`src/rtl/vmicro16_apb_intercon_rr_if.sv`:
```
// APB3 interconnect bundle: per-master request/response lanes on the S_* side,
// one shared request bus with per-slave select/return lanes on the M_* side.
interface vmicro16_apb_intercon_rr_if #(
  parameter int MASTER_PORTS = 2,
  parameter int SLAVE_PORTS  = 4,
  parameter int ADDR_WIDTH   = 16,
  parameter int DATA_WIDTH   = 16
);
  logic [MASTER_PORTS*ADDR_WIDTH-1:0] S_PADDR;
  logic [MASTER_PORTS-1:0]            S_PWRITE;
  logic [MASTER_PORTS-1:0]            S_PSELx;
  logic [MASTER_PORTS-1:0]            S_PENABLE;
  logic [MASTER_PORTS*DATA_WIDTH-1:0] S_PWDATA;
  logic [MASTER_PORTS*DATA_WIDTH-1:0] S_PRDATA;
  logic [MASTER_PORTS-1:0]            S_PREADY;
  logic [MASTER_PORTS-1:0]            S_PSLVERR;

  logic [ADDR_WIDTH-1:0]              M_PADDR;
  logic                               M_PWRITE;
  logic [SLAVE_PORTS-1:0]             M_PSELx;
  logic                               M_PENABLE;
  logic [DATA_WIDTH-1:0]              M_PWDATA;
  logic [SLAVE_PORTS*DATA_WIDTH-1:0]  M_PRDATA;
  logic [SLAVE_PORTS-1:0]             M_PREADY;

  // Interconnect's view: accepts master requests, drives the shared slave bus.
  modport slave (
    input  S_PADDR, S_PWRITE, S_PSELx, S_PENABLE, S_PWDATA,
    output S_PRDATA, S_PREADY, S_PSLVERR,
    output M_PADDR, M_PWRITE, M_PSELx, M_PENABLE, M_PWDATA,
    input  M_PRDATA, M_PREADY
  );

  // Surrounding system's view: cores drive requests, peripherals answer.
  modport master (
    output S_PADDR, S_PWRITE, S_PSELx, S_PENABLE, S_PWDATA,
    input  S_PRDATA, S_PREADY, S_PSLVERR,
    input  M_PADDR, M_PWRITE, M_PSELx, M_PENABLE, M_PWDATA,
    output M_PRDATA, M_PREADY
  );
endinterface

```
`src/rtl/vmicro16_apb_intercon_rr.sv`:
```
// Round-robin APB3 shared-bus interconnect: arbitrates MASTER_PORTS masters onto
// one slave bus, decodes the slave from the upper address bits, returns
// PRDATA/PREADY/PSLVERR to the granted master, and errors unmapped or stalled accesses.
module vmicro16_apb_intercon_rr #(
  parameter int MASTER_PORTS = 2,
  parameter int SLAVE_PORTS  = 4,
  parameter int ADDR_WIDTH   = 16,
  parameter int DATA_WIDTH   = 16,
  parameter int SLAVE_SHIFT  = 8,
  parameter int TIMEOUT      = 255
) (
  input logic clk,
  input logic reset,
  vmicro16_apb_intercon_rr_if.slave bus
);

  localparam int MW = (MASTER_PORTS > 1) ? $clog2(MASTER_PORTS) : 1;
  localparam int SW = (SLAVE_PORTS > 1) ? $clog2(SLAVE_PORTS) : 1;
  localparam int CW = (TIMEOUT > 1) ? $clog2(TIMEOUT) : 1;

  typedef enum logic [1:0] {IDLE, SETUP, ACCESS, RESP} state_t;

  state_t                  state, state_next;
  logic [MASTER_PORTS-1:0] req;
  logic [MW-1:0]           last_grant, grant, arb_idx, cand, resp_master;
  logic                    arb_found;
  logic [ADDR_WIDTH-1:0]   arb_addr, arb_slave;
  logic                    arb_mapped;
  logic [SW-1:0]           sel_idx;
  logic [CW-1:0]           cnt;
  logic                    slave_ready, timed_out;
  logic [DATA_WIDTH-1:0]   resp_data;
  logic                    resp_err;

  assign req         = bus.S_PSELx & bus.S_PENABLE;
  assign arb_addr    = bus.S_PADDR[arb_idx*ADDR_WIDTH +: ADDR_WIDTH];
  assign arb_slave   = arb_addr >> SLAVE_SHIFT;
  assign arb_mapped  = arb_slave < ADDR_WIDTH'(SLAVE_PORTS);
  assign slave_ready = bus.M_PREADY[sel_idx];
  assign timed_out   = (TIMEOUT != 0) && (cnt == CW'(TIMEOUT - 1));

  // Round-robin pick: first requester after last_grant, wrapping.
  always_comb begin
    arb_found = 1'b0;
    arb_idx   = '0;
    cand      = '0;
    for (int unsigned k = 1; k <= MASTER_PORTS; k++) begin
      cand = MW'((32'(last_grant) + k) % MASTER_PORTS);
      if (!arb_found && req[cand]) begin
        arb_found = 1'b1;
        arb_idx   = cand;
      end
    end
  end

  // Transfer state register.
  always_ff @(posedge clk or posedge reset) begin
    if (reset) state <= IDLE;
    else       state <= state_next;
  end

  // Next state plus the response that gets registered on entry to RESP.
  always_comb begin
    state_next  = state;
    resp_master = grant;
    resp_data   = '0;
    resp_err    = 1'b0;
    case (state)
      IDLE: begin
        if (arb_found) begin
          resp_master = arb_idx;
          if (arb_mapped) begin
            state_next = SETUP;
          end else begin
            state_next = RESP;
            resp_err   = 1'b1;
          end
        end
      end
      SETUP: state_next = ACCESS;
      ACCESS: begin
        if (slave_ready) begin
          state_next = RESP;
          resp_data  = bus.M_PRDATA[sel_idx*DATA_WIDTH +: DATA_WIDTH];
        end else if (timed_out) begin
          state_next = RESP;
          resp_err   = 1'b1;
        end
      end
      RESP:    state_next = IDLE;
      default: state_next = IDLE;
    endcase
  end

  // Slave-side select/enable follow the state so reset drops them immediately.
  always_comb begin
    bus.M_PSELx   = '0;
    bus.M_PENABLE = (state == ACCESS);
    if (state == SETUP || state == ACCESS) bus.M_PSELx[sel_idx] = 1'b1;
  end

  // Grant bookkeeping, latched request, wait counter and registered master responses.
  always_ff @(posedge clk or posedge reset) begin
    if (reset) begin
      last_grant    <= MW'(MASTER_PORTS - 1);
      grant         <= '0;
      sel_idx       <= '0;
      cnt           <= '0;
      bus.M_PADDR   <= '0;
      bus.M_PWRITE  <= 1'b0;
      bus.M_PWDATA  <= '0;
      bus.S_PREADY  <= '0;
      bus.S_PSLVERR <= '0;
      bus.S_PRDATA  <= '0;
    end else begin
      if (state == IDLE && arb_found) begin
        last_grant   <= arb_idx;
        grant        <= arb_idx;
        sel_idx      <= SW'(arb_slave);
        bus.M_PADDR  <= arb_addr;
        bus.M_PWRITE <= bus.S_PWRITE[arb_idx];
        bus.M_PWDATA <= bus.S_PWDATA[arb_idx*DATA_WIDTH +: DATA_WIDTH];
      end
      if (state == ACCESS) cnt <= cnt + 1'b1;
      else                 cnt <= '0;
      bus.S_PREADY  <= '0;
      bus.S_PSLVERR <= '0;
      bus.S_PRDATA  <= '0;
      if (state_next == RESP) begin
        bus.S_PREADY[resp_master]                         <= 1'b1;
        bus.S_PSLVERR[resp_master]                        <= resp_err;
        bus.S_PRDATA[resp_master*DATA_WIDTH +: DATA_WIDTH] <= resp_data;
      end
    end
  end

endmodule

```
`src/flat_wrapper.sv`:
```
// flat-port wrapper written by rule: the top's interface ports become plain ports
module vmicro16_apb_intercon_rr_flat 
#(
  parameter int MASTER_PORTS = 2,
  parameter int SLAVE_PORTS  = 4,
  parameter int ADDR_WIDTH   = 16,
  parameter int DATA_WIDTH   = 16,
  parameter int SLAVE_SHIFT  = 8,
  parameter int TIMEOUT      = 255
)
  (clk, reset, bus_S_PADDR, bus_S_PWRITE, bus_S_PSELx, bus_S_PENABLE, bus_S_PWDATA, bus_S_PRDATA, bus_S_PREADY, bus_S_PSLVERR, bus_M_PADDR, bus_M_PWRITE, bus_M_PSELx, bus_M_PENABLE, bus_M_PWDATA, bus_M_PRDATA, bus_M_PREADY);
  vmicro16_apb_intercon_rr_if #(.MASTER_PORTS(MASTER_PORTS), .SLAVE_PORTS(SLAVE_PORTS), .ADDR_WIDTH(ADDR_WIDTH), .DATA_WIDTH(DATA_WIDTH)) bus_i ();
  input logic clk;
  input logic reset;
  input wire logic [$bits(bus_i.S_PADDR)-1:0] bus_S_PADDR;
  input wire logic [$bits(bus_i.S_PWRITE)-1:0] bus_S_PWRITE;
  input wire logic [$bits(bus_i.S_PSELx)-1:0] bus_S_PSELx;
  input wire logic [$bits(bus_i.S_PENABLE)-1:0] bus_S_PENABLE;
  input wire logic [$bits(bus_i.S_PWDATA)-1:0] bus_S_PWDATA;
  output wire logic [$bits(bus_i.S_PRDATA)-1:0] bus_S_PRDATA;
  output wire logic [$bits(bus_i.S_PREADY)-1:0] bus_S_PREADY;
  output wire logic [$bits(bus_i.S_PSLVERR)-1:0] bus_S_PSLVERR;
  output wire logic [$bits(bus_i.M_PADDR)-1:0] bus_M_PADDR;
  output wire logic [$bits(bus_i.M_PWRITE)-1:0] bus_M_PWRITE;
  output wire logic [$bits(bus_i.M_PSELx)-1:0] bus_M_PSELx;
  output wire logic [$bits(bus_i.M_PENABLE)-1:0] bus_M_PENABLE;
  output wire logic [$bits(bus_i.M_PWDATA)-1:0] bus_M_PWDATA;
  input wire logic [$bits(bus_i.M_PRDATA)-1:0] bus_M_PRDATA;
  input wire logic [$bits(bus_i.M_PREADY)-1:0] bus_M_PREADY;
  assign bus_i.S_PADDR = bus_S_PADDR;
  assign bus_i.S_PWRITE = bus_S_PWRITE;
  assign bus_i.S_PSELx = bus_S_PSELx;
  assign bus_i.S_PENABLE = bus_S_PENABLE;
  assign bus_i.S_PWDATA = bus_S_PWDATA;
  assign bus_S_PRDATA = bus_i.S_PRDATA;
  assign bus_S_PREADY = bus_i.S_PREADY;
  assign bus_S_PSLVERR = bus_i.S_PSLVERR;
  assign bus_M_PADDR = bus_i.M_PADDR;
  assign bus_M_PWRITE = bus_i.M_PWRITE;
  assign bus_M_PSELx = bus_i.M_PSELx;
  assign bus_M_PENABLE = bus_i.M_PENABLE;
  assign bus_M_PWDATA = bus_i.M_PWDATA;
  assign bus_i.M_PRDATA = bus_M_PRDATA;
  assign bus_i.M_PREADY = bus_M_PREADY;
  vmicro16_apb_intercon_rr #(.MASTER_PORTS(MASTER_PORTS), .SLAVE_PORTS(SLAVE_PORTS), .ADDR_WIDTH(ADDR_WIDTH), .DATA_WIDTH(DATA_WIDTH), .SLAVE_SHIFT(SLAVE_SHIFT), .TIMEOUT(TIMEOUT)) u_core (.clk(clk), .reset(reset), .bus(bus_i));
endmodule
```
`config.mk`:
```
export PLATFORM = sky130hd
export DESIGN_NAME = vmicro16_apb_intercon_rr_flat
export DESIGN_NICKNAME = d
export VERILOG_FILES = /design/src/rtl/vmicro16_apb_intercon_rr_if.sv /design/src/rtl/vmicro16_apb_intercon_rr.sv /design/src/flat_wrapper.sv
export SDC_FILE = /design/constraint.sdc
export NUM_CORES = 1
export LEC_CHECK = 0
export ABC_AREA = 1
export CAP_MARGIN = 20
export CORE_MARGIN = 10
export CORE_UTILIZATION = 43
export DETAILED_ROUTE_END_ITERATION = 16
export PLACE_DENSITY = 0.87
export SYNTH_ARGS = -nofsm -noshare
export SYNTH_HDL_FRONTEND = slang
export SYNTH_SLANG_ARGS = --single-unit
```
`constraint.sdc`:
```
create_clock -name clk -period 5.8 [get_ports clk]
set_input_delay 1.16 -clock clk [delete_from_list [all_inputs] [get_ports clk]]
set_output_delay 1.16 -clock clk [all_outputs]
set_load 0.02 [all_outputs]
```
==> results.toml, run 1 <==
[floorplan]
rows = 35
die_h_um = 117
core_sq_um = 9200
dieWidth_um = 117
start_util_pct = 44.0
io_pins = 214
dieArea_sq_um = 13700

[place]
place_area_sq_um = 6170
portBuffers = 213
dp_hpwl_um = 11600
post-place-ws_ps = 1730
routabilityCongestion = 0.815
dpl.cell_count = 765

[yosys]
synth_fa_ha_area_share_pct = 1.24
synth_area_sq_um = 4050
yosysTopAreaCellShare_pct = 49.5
yosysWarnings = 0
synth_area_per_cell_sq_um = 8.65
synth_cells = 468
synth_xor_area_share_pct = 0
synth_mux_area_share_pct = 0
synth_area_leaders = "dfrtp_1, nand3_1, a21oi_1"
ys_types = 30
synth_compound_area_share_pct = 12.5
synth_top_family_by_area = "simple AND/OR/NAND/NOR gates"
synth_top_area_cell = "dfrtp_1"
synth_seq_cells = 81
syn_nets = 612
yosys.area_share.simple_pct = 30.5
seq_area_frac_synth_pct = 50.1

[sta]
setup_tns_ps = 0
period_share_pct = 65.8
max_slew.worst_pin.slew_ps = 922
finalSetupViolCount = 0
drv_slew = 0
layout_min_cycle_time_ps = 3820
skew_ps = 13.2
fin_hold_ws_ps = 488
relSlewSlack_pct = 38.5
finalHoldViolations = 0
rsz0062_at_grt = "false"
fmax_mhz = 262
fin_ws_ps = 1980

[hold_path]
hold_depth = 2
hp-class = "reg -> reg"
min_to = "u_core.last_grant"
min_from = "u_core.last_grant"

[detailed_routing]
viasPerCell = 5.40
ant_nets = 0
drt-initial-drc-count = 272
drc = 0
vias = 4219
first_pass_iters = 5
wl_um = 15000
avgRoutedWirePerCell_um = 19.1

[final_layout]
fin_area_sq_um = 6400
register_area_sq_um = 2030
fillers = 736
nets = 811
antennaDiodeCount = 0
drive_gt1_share_pct = 9.69
areaGrowthSynthToFinish_pct = 58.1
fin_util_pct = 69.6
final_cells = 782
multi_input_area_sq_um = 1790

[power_and_ir_drop]
power.leakage_nw = 2.60
ir_drop_mv = 0.253
finalPower_mw = 2.79
power_density_nw_per_um2 = 436

[setup_path]
r2r-end = "u_core.bus.S_PRDATA[12]"
rr_worst_depth = 9
rr_startpoint = "u_core.state[0]"
critical_path_required_ps = 4640
start_kind = "register"
cp_max_fo = 22
crit_type = "reg -> out"
rrSetupSlack_ps = 2680
worstSetupEndpointType = "output pin"
crit_path_start = "u_core.sel_idx[0]"
worst-endpoint-arrival_ps = 2660

[cts]
cts.clk_slew.worst_paths_ps = 80
cts-htree-levels = 3
root_buffer = "clkbuf_8"
post-cts-setup-buffers = 0
clock_latency_ps = 350
cts_buffer_depth = 2
cts_resized = 0
numCtsBuffers = 9
cts_hold_buffers = 0
cts_tree = "yes"
cts_sinks = 81

[grt]
track_usage_pct = 21.3
gr-total-overflow = 0
grt_pass1_vias = 4474
grt_pass1_wl_um = 22800
grt_start_max_net_pins = 82
antenna_found_initial = 0

[flow_run]
maxCapViolations = 0

[status]
status = "finished clean"
-- cell usage after synthesis --
library cell   n
a22oi_1       16
buf_2          7
buf_4          2
a21oi_1       54
o21ai_0        5
a31oi_1        6
inv_1         10
dfstp_2        1
o21ai_4        1
buf_6          4
nand3_1       91
ha_1           4
nand2_4        2
nor2_2        21
clkinv_2       1
buf_8          1
buf_1          4
o21ai_2        1
nand2_1       63
nor2_8         1
o211ai_1       1
inv_2          4
dfrtp_1       80
clkbuf_1      12
nand3_2        1
o22ai_1        2
nor2_1        55
nor2_4        11
o21a_1         1
nor3_1         6
-- routing by layer --
metal  routed length (um)  vias to the layer above  global-route usage (%)
met4                  192                        0                    5.44
met5                    0                        -                       0
met1                 5280                     2012                    21.7
met3                 2170                       16                    11.4
li1                     -                     1977                       -
met2                 7330                      214                    37.3
-- critical path: stages (launching register included) --
cell and delay, ps:
dfrtp_1 910, inv_2 430, nor3_1 280, clkdlybuf4s50_1 670
-- state kept, by name (all words and copies together) (netlist names) --
signal,cells
u_core.cnt,8
u_core.bus.S_PRDATA,32
u_core.grant,1
u_core.state,2
u_core.bus.M_PWRITE,1
u_core.bus.M_PADDR,15
u_core.bus.M_PWDATA,16
u_core.last_grant,1
u_core.bus.S_PSLVERR,2
u_core.bus.S_PREADY,2
u_core.sel_idx,1
-- kinds of logic (layout without fill, tap and decap cells) --
| group | after synthesis | count (layout) |
|---|---|---|
| buf+inv | 45 | 248 |
| compound gates | 87 | 87 |
| simple gates | 251 | 251 |
| flops | 81 | 81 |
| fa+ha+maj | 4 | 4 |
-- power by group --
part / switching, mW / internal, mW / total, mW / leakage (nW)
logic: 0.968 / 0.587 / 1.56 / 1.48
clock network: 0.202 / 0.194 / 0.396 / 0.0909
registers: 0.115 / 0.722 / 0.836 / 1.03
total: 1.29 / 1.50 / 2.79 / 2.60
-- cells in the final DEF, fill, tap and decap left out, drive strengths merged --
| master | count |
|---|---|
| a21oi | 54 |
| a22oi | 16 |
| a31oi | 6 |
| buf | 5 |
| bufinv | 1 |
| clkbuf | 9 |
| clkdlybuf4s50 | 213 |
| clkinv | 5 |
| clkinvlp | 2 |
| dfrtp | 80 |
| dfstp | 1 |
| ha | 4 |
| inv | 13 |
| nand2 | 65 |
| nand3 | 92 |
| nor2 | 88 |
| nor3 | 6 |
| o211ai | 1 |
| o21a | 1 |
| o21ai | 7 |
| o22ai | 2 |
-- layout make-up --
| cell class | instances | area share [%] |
|---|---|---|
| clock buffer | 9 | 1.94 |
| clock inverter | 6 | 0.939 |
| inverter | 15 | 0.919 |
| multi-input combinational | 342 | 28.0 |
| sequential | 81 | 31.7 |
| tap | 111 | 2.17 |
| timing repair buffer | 218 | 34.3 |
-- worst max-delay path by stage --
stage	cells after the start	endpoint
floorplan	1	u_core.bus.M_PADDR[0]
global placement	10	u_core.bus.S_PRDATA[13]
detailed placement	10	u_core.bus.S_PRDATA[12]
CTS	3	bus_M_PSELx[3]
global route	3	bus_M_PSELx[3]
finish	3	bus_M_PSELx[3]
No activity file was read; power rests on OpenSTA's default activity.
==> run 2: changes to the inputs <==
--- a/config.mk
+++ b/config.mk
@@ -8,9 +8,9 @@
 export ABC_AREA = 1
 export CAP_MARGIN = 20
 export CORE_MARGIN = 10
-export CORE_UTILIZATION = 43
+export CORE_UTILIZATION = 36
 export DETAILED_ROUTE_END_ITERATION = 16
-export PLACE_DENSITY = 0.87
+export PLACE_DENSITY = 0.77
 export SYNTH_ARGS = -nofsm -noshare
 export SYNTH_HDL_FRONTEND = slang
 export SYNTH_SLANG_ARGS = --single-unit
==> constraint.sdc (replaced) <==
create_clock -name clk -period 3.1 [get_ports clk]
set_input_delay 0.62 -clock clk [delete_from_list [all_inputs] [get_ports clk]]
set_output_delay 0.62 -clock clk [all_outputs]
set_load 0.02 [all_outputs]
==> run 2 against run 1 <==
Net effect:
- clock skew fell by 7.5 ps
- worst setup slack got worse by 1600 ps
- critical path type unchanged
- critical endpoint is now bus_M_PSELx[2]
- final cell count rose by 4.9%
==> results.toml, run 2 (same netlist as run 1, synthesis figures left out) <==
[flow_run]
maxCapViolations = 0

[cts]
cts-htree-levels = 3
cts_resized = 0
cts_sinks = 81
cts.clk_slew.worst_paths_ps = 60
cts_tree = "yes"
cts_buffer_depth = 2
clock_latency_ps = 330
cts_hold_buffers = 0
root_buffer = "clkbuf_16"
numCtsBuffers = 9
post-cts-setup-buffers = 0

[floorplan]
die_h_um = 126
core_sq_um = 10900
dieArea_sq_um = 15900
start_util_pct = 37.0
io_pins = 214
dieWidth_um = 126
rows = 38

[final_layout]
fillers = 925
antennaDiodeCount = 0
register_area_sq_um = 2030
largest_reg_flops = 32
areaGrowthSynthToFinish_pct = 63.7
final_common_cell = "clkdlybuf4s50_1"
final_cells = 820
multi_input_area_sq_um = 1790
drive_gt1_share_pct = 10.9
nets = 819
top_register = "u_core.bus.S_PRDATA"
final_cell_mix = "clkdlybuf4s50_1, nand3_1, dfrtp_1, nand2_1, nor2_1"
largestRegisters = "u_core.bus.S_PRDATA (32), u_core.bus.M_PWDATA (16), u_core.bus.M_PADDR (15)"
fin_area_sq_um = 6630

[setup_path]
crit_type = "reg -> out"
start_kind = "register"
critical_path_required_ps = 2480
cp_max_fo = 12
worstSetupEndpointType = "output pin"
r2r-end = "u_core.bus.S_PREADY[1]"
rr_startpoint = "u_core.bus.M_PADDR[9]"
crit_path_start = "u_core.bus.M_PADDR[9]"
worst-endpoint-arrival_ps = 2100
rrSetupSlack_ps = 920
rr_worst_depth = 10

[grt]
gr-total-overflow = 0
antenna_found_initial = 0
grt_pass1_wl_um = 23600
track_usage_pct = 18.0
grt_start_max_net_pins = 40
grt_pass1_vias = 4404

[place]
portBuffers = 213
place_area_sq_um = 6300
dp_hpwl_um = 11900
routabilityCongestion = 0.864
post-place-ws_ps = 535
dpl.cell_count = 804

[sta]
relSlewSlack_pct = 56.0
layout_min_cycle_time_ps = 2720
rsz0062_at_grt = "false"
period_share_pct = 87.6
finalSetupViolCount = 0
fin_ws_ps = 384
setup_tns_ps = 0
finalHoldViolations = 0
max_slew.worst_pin.slew_ps = 659
drv_slew = 0
skew_ps = 5.66
fmax_mhz = 368

[power_and_ir_drop]
ir_drop_mv = 0.437
power_density_nw_per_um2 = 860
finalPower_mw = 5.70
power.leakage_nw = 2.70

[hold_path]
min_to = "u_core.cnt[0]"
hold_depth = 1
hp-class = "reg -> reg"
min_from = "u_core.cnt[0]"

[detailed_routing]
first_pass_iters = 4
viasPerCell = 5.13
drc = 0
ant_nets = 0
drt-initial-drc-count = 215
vias = 4203
wl_um = 15000
avgRoutedWirePerCell_um = 18.3

[status]
status = "finished clean"
run 2: changes by cell type in the layout (fill, tap and decap cells not counted), moves of 2 or more:
| cell | change |
|---|---|
| buf_4 | +9 |
| clkbuf_8 | -8 |
| clkinv_2 | -2 |
| clkbuf_16 | +9 |
run 2: cell type report:
class,count,area share [%]
repair buffers,226,33.8
multi-input cells,342,27.0
flip-flops and latches,81,30.6
inverters,15,0.888
clock buffers,10,3.61
well taps,140,2.64
clock inverters,6,1.36
run 2: worst max path at each step:
stage / slack, ps / to
2_1_floorplan: 400 / u_core.bus.M_PADDR[0]
3_3_place_gp: 590 / u_core.bus.M_PADDR[9]
3_5_place_dp: 540 / u_core.bus.S_PREADY[1]
4_1_cts: 380 / bus_M_PSELx[0]
5_1_grt: 300 / bus_M_PSELx[0]
6_report: 380 / bus_M_PSELx[2]
run 2: metal layers:
metal	vias to the layer above	part of all wire, %	GRT usage [%]
met3	11	11	7.34
li1	1997	-	-
met4	0	0.92	3.82
met1	1967	42	22.3
met5	-	0	0
met2	228	46	28.9
run 2: stage by stage:
step / hold WS (ps) / util [%]
2_1_floorplan: 455 / -
3_3_place_gp: 476 / 57.6
3_5_place_dp: 483 / 57.6
4_1_cts: 492 / 60.6
5_1_grt: 522 / 60.6
6_report: 486 / 60.6
run 2: critical path: stages, from the launching register on:
cell and delay, ps:
dfrtp_1 680, inv_1 210, nor3_1 220, clkdlybuf4s50_1 650
run 2: power breakdown:
part	switching, mW	total [mW]	internal [mW]
clock	0.430	1.16	0.730
sequential	0.188	1.54	1.35
combinational	1.83	3.00	1.17
==> run 3: changes to the inputs <==
--- a/config.mk
+++ b/config.mk
@@ -8,9 +8,8 @@
 export ABC_AREA = 1
 export CAP_MARGIN = 20
 export CORE_MARGIN = 10
-export CORE_UTILIZATION = 36
+export CORE_UTILIZATION = 26
 export DETAILED_ROUTE_END_ITERATION = 16
-export PLACE_DENSITY = 0.77
 export SYNTH_ARGS = -nofsm -noshare
 export SYNTH_HDL_FRONTEND = slang
 export SYNTH_SLANG_ARGS = --single-unit
==> run 3 against run 2 <==
Net effect:
- worst hold slack got worse by 3.9 ps
- combinational power barely moved
- worst setup slack improved by 77 ps
- die area rose by 32%
- first-iteration DRC count rose by 32%
- clock power fell by 12%
- critical path depth rose by 2
- design area rose by 0.28%
- register-to-register slack got worse by 130 ps
- via count rose by 0.19%
- largest cell class unchanged
- highest routed layer unchanged
==> results.toml, run 3 (same netlist as run 1, synthesis figures left out) <==
[status]
status = "finished clean"

[hold_path]
hold_depth = 2
hp-class = "reg -> reg"

[cts]
numCtsBuffers = 9
cts_tree = "yes"
cts.clk_slew.worst_paths_ps = 60
cts_hold_buffers = 0
clock_latency_ps = 340
cts_buffer_depth = 2
cts_resized = 0
cts-htree-levels = 3
root_buffer = "clkbuf_16"
post-cts-setup-buffers = 0
cts_sinks = 81

[power_and_ir_drop]
power_density_nw_per_um2 = 841
power.leakage_nw = 2.67
ir_drop_mv = 0.406

[floorplan]
dieWidth_um = 145
rows = 45
dieArea_sq_um = 21000
die_h_um = 145
start_util_pct = 26.6
io_pins = 214
core_sq_um = 15200

[final_layout]
drive_gt1_share_pct = 10.9
final_cell_mix = "clkdlybuf4s50_1, nand3_1, dfrtp_1, nand2_1, nor2_1"
final_cells = 867
fillers = 1518
final_common_cell = "clkdlybuf4s50_1"
areaGrowthSynthToFinish_pct = 64.1
nets = 818
top_register = "u_core.bus.S_PRDATA"
largestRegisters = "u_core.bus.S_PRDATA (32), u_core.bus.M_PWDATA (16), u_core.bus.M_PADDR (15)"
antennaDiodeCount = 0
fin_area_sq_um = 6640
fin_util_pct = 43.7
largest_reg_flops = 32

[setup_path]
cp_max_fo = 4
rr_worst_depth = 11
critPathSlowestCell = "clkdlybuf4s50_1"
critical_path_required_ps = 2480
critPathMaxStageDelay_ps = 690
crit_path_cell_trace = "inv_1, ha_1, inv_1, nor3_1, clkdlybuf4s50_1"
crit_type = "reg -> out"
start_kind = "register"
worstSetupEndpointType = "output pin"
crit_path_frequent_cell = "inv_1"
worst-endpoint-arrival_ps = 2020

[sta]
fmax_mhz = 379
finalHoldViolations = 0
finalSetupViolCount = 0
layout_min_cycle_time_ps = 2640
fin_hold_ws_ps = 482
drv_slew = 0
max_slew.worst_pin.slew_ps = 693
setup_tns_ps = 0
skew_ps = 8.39
relSlewSlack_pct = 53.8
period_share_pct = 85.1
rsz0062_at_grt = "false"

[grt]
grt_pass1_vias = 4417
antenna_found_initial = 0
grt_start_max_net_pins = 47
track_usage_pct = 14.9
grt_pass1_wl_um = 24200
gr-total-overflow = 0

[detailed_routing]
wl_um = 16000
viasPerCell = 4.86
vias = 4211
drt-initial-drc-count = 284
avgRoutedWirePerCell_um = 18.5
ant_nets = 0
first_pass_iters = 5
drc = 0

[place]
portBuffers = 213
place_area_sq_um = 6360
dpl.cell_count = 851
dp_hpwl_um = 12400
routabilityCongestion = 0.861

[flow_run]
maxCapViolations = 0
## run 3: cell types whose count changed in the layout (fill, tap and decap cells not counted)
cell	before	now
buf_12	1	2
bufinv_16	2	0
clkinvlp_4	1	4
dfrtp_1	80	79
clkinv_4	1	2
buf_4	12	10
clkbuf_8	1	0
dfrtp_2	0	1
clkinv_2	3	2
## run 3: per-stage QoR
stage | setup slack [ps] | power [mW]
2_1_floorplan | 402 | 3.38
3_3_place_gp | 674 | 4.59
3_5_place_dp | 579 | 4.62
4_1_cts | 369 | 5.67
5_1_grt | 282 | 5.97
6_report | 461 | 5.59
## run 3: final cells by class
class	count	area (sq um)	share of cell area [%]
Clock buffer	9	225	3.39
Clock inverter	7	56.3	0.847
Inverter	15	58.8	0.885
Multi-Input combinational cell	342	1790	27.0
Sequential cell	81	2030	30.5
Tap cell	188	235	3.54
Timing Repair Buffer	225	2250	33.8
## run 3: layer usage
layer | up-vias | global-route usage [%] | wire length [um]
met5 | - | 0 | 0
met4 | 0 | 5.21 | 259
li1 | 1997 | - | -
met3 | 19 | 7.43 | 1860
met1 | 2003 | 16.9 | 6270
met2 | 192 | 23.8 | 7650
## run 3: final timing paths
path                                            start                       to  slack, ps
min in group asynchronous                       reset    u_core.bus.M_PADDR[5]        680
worst min register to register      u_core.last_grant        u_core.last_grant        480
worst max-delay path                  u_core.state[0]           bus_M_PSELx[1]        460
worst max register to register  u_core.bus.M_PADDR[9]  u_core.bus.S_PRDATA[31]        790
worst min-delay path                u_core.last_grant        u_core.last_grant        480
max in group asynchronous                       reset   u_core.bus.S_PRDATA[6]       1710
## run 3: power by group
part / internal (mW) / switching, mW / leakage [nW] / total (mW)
logic: 1.17 / 1.86 / 1.52 / 3.03
clock network: 0.548 / 0.471 / 0.124 / 1.02
registers: 1.35 / 0.185 / 1.03 / 1.54
total: 3.07 / 2.51 / 2.67 / 5.59
## run 3: worst max-delay path, delay by kind of cell (launching register included)
family        cells  cell delay, ps
fa+ha+maj         1             310
buf+inv           3             850
flops             1             380
simple gates      1             140
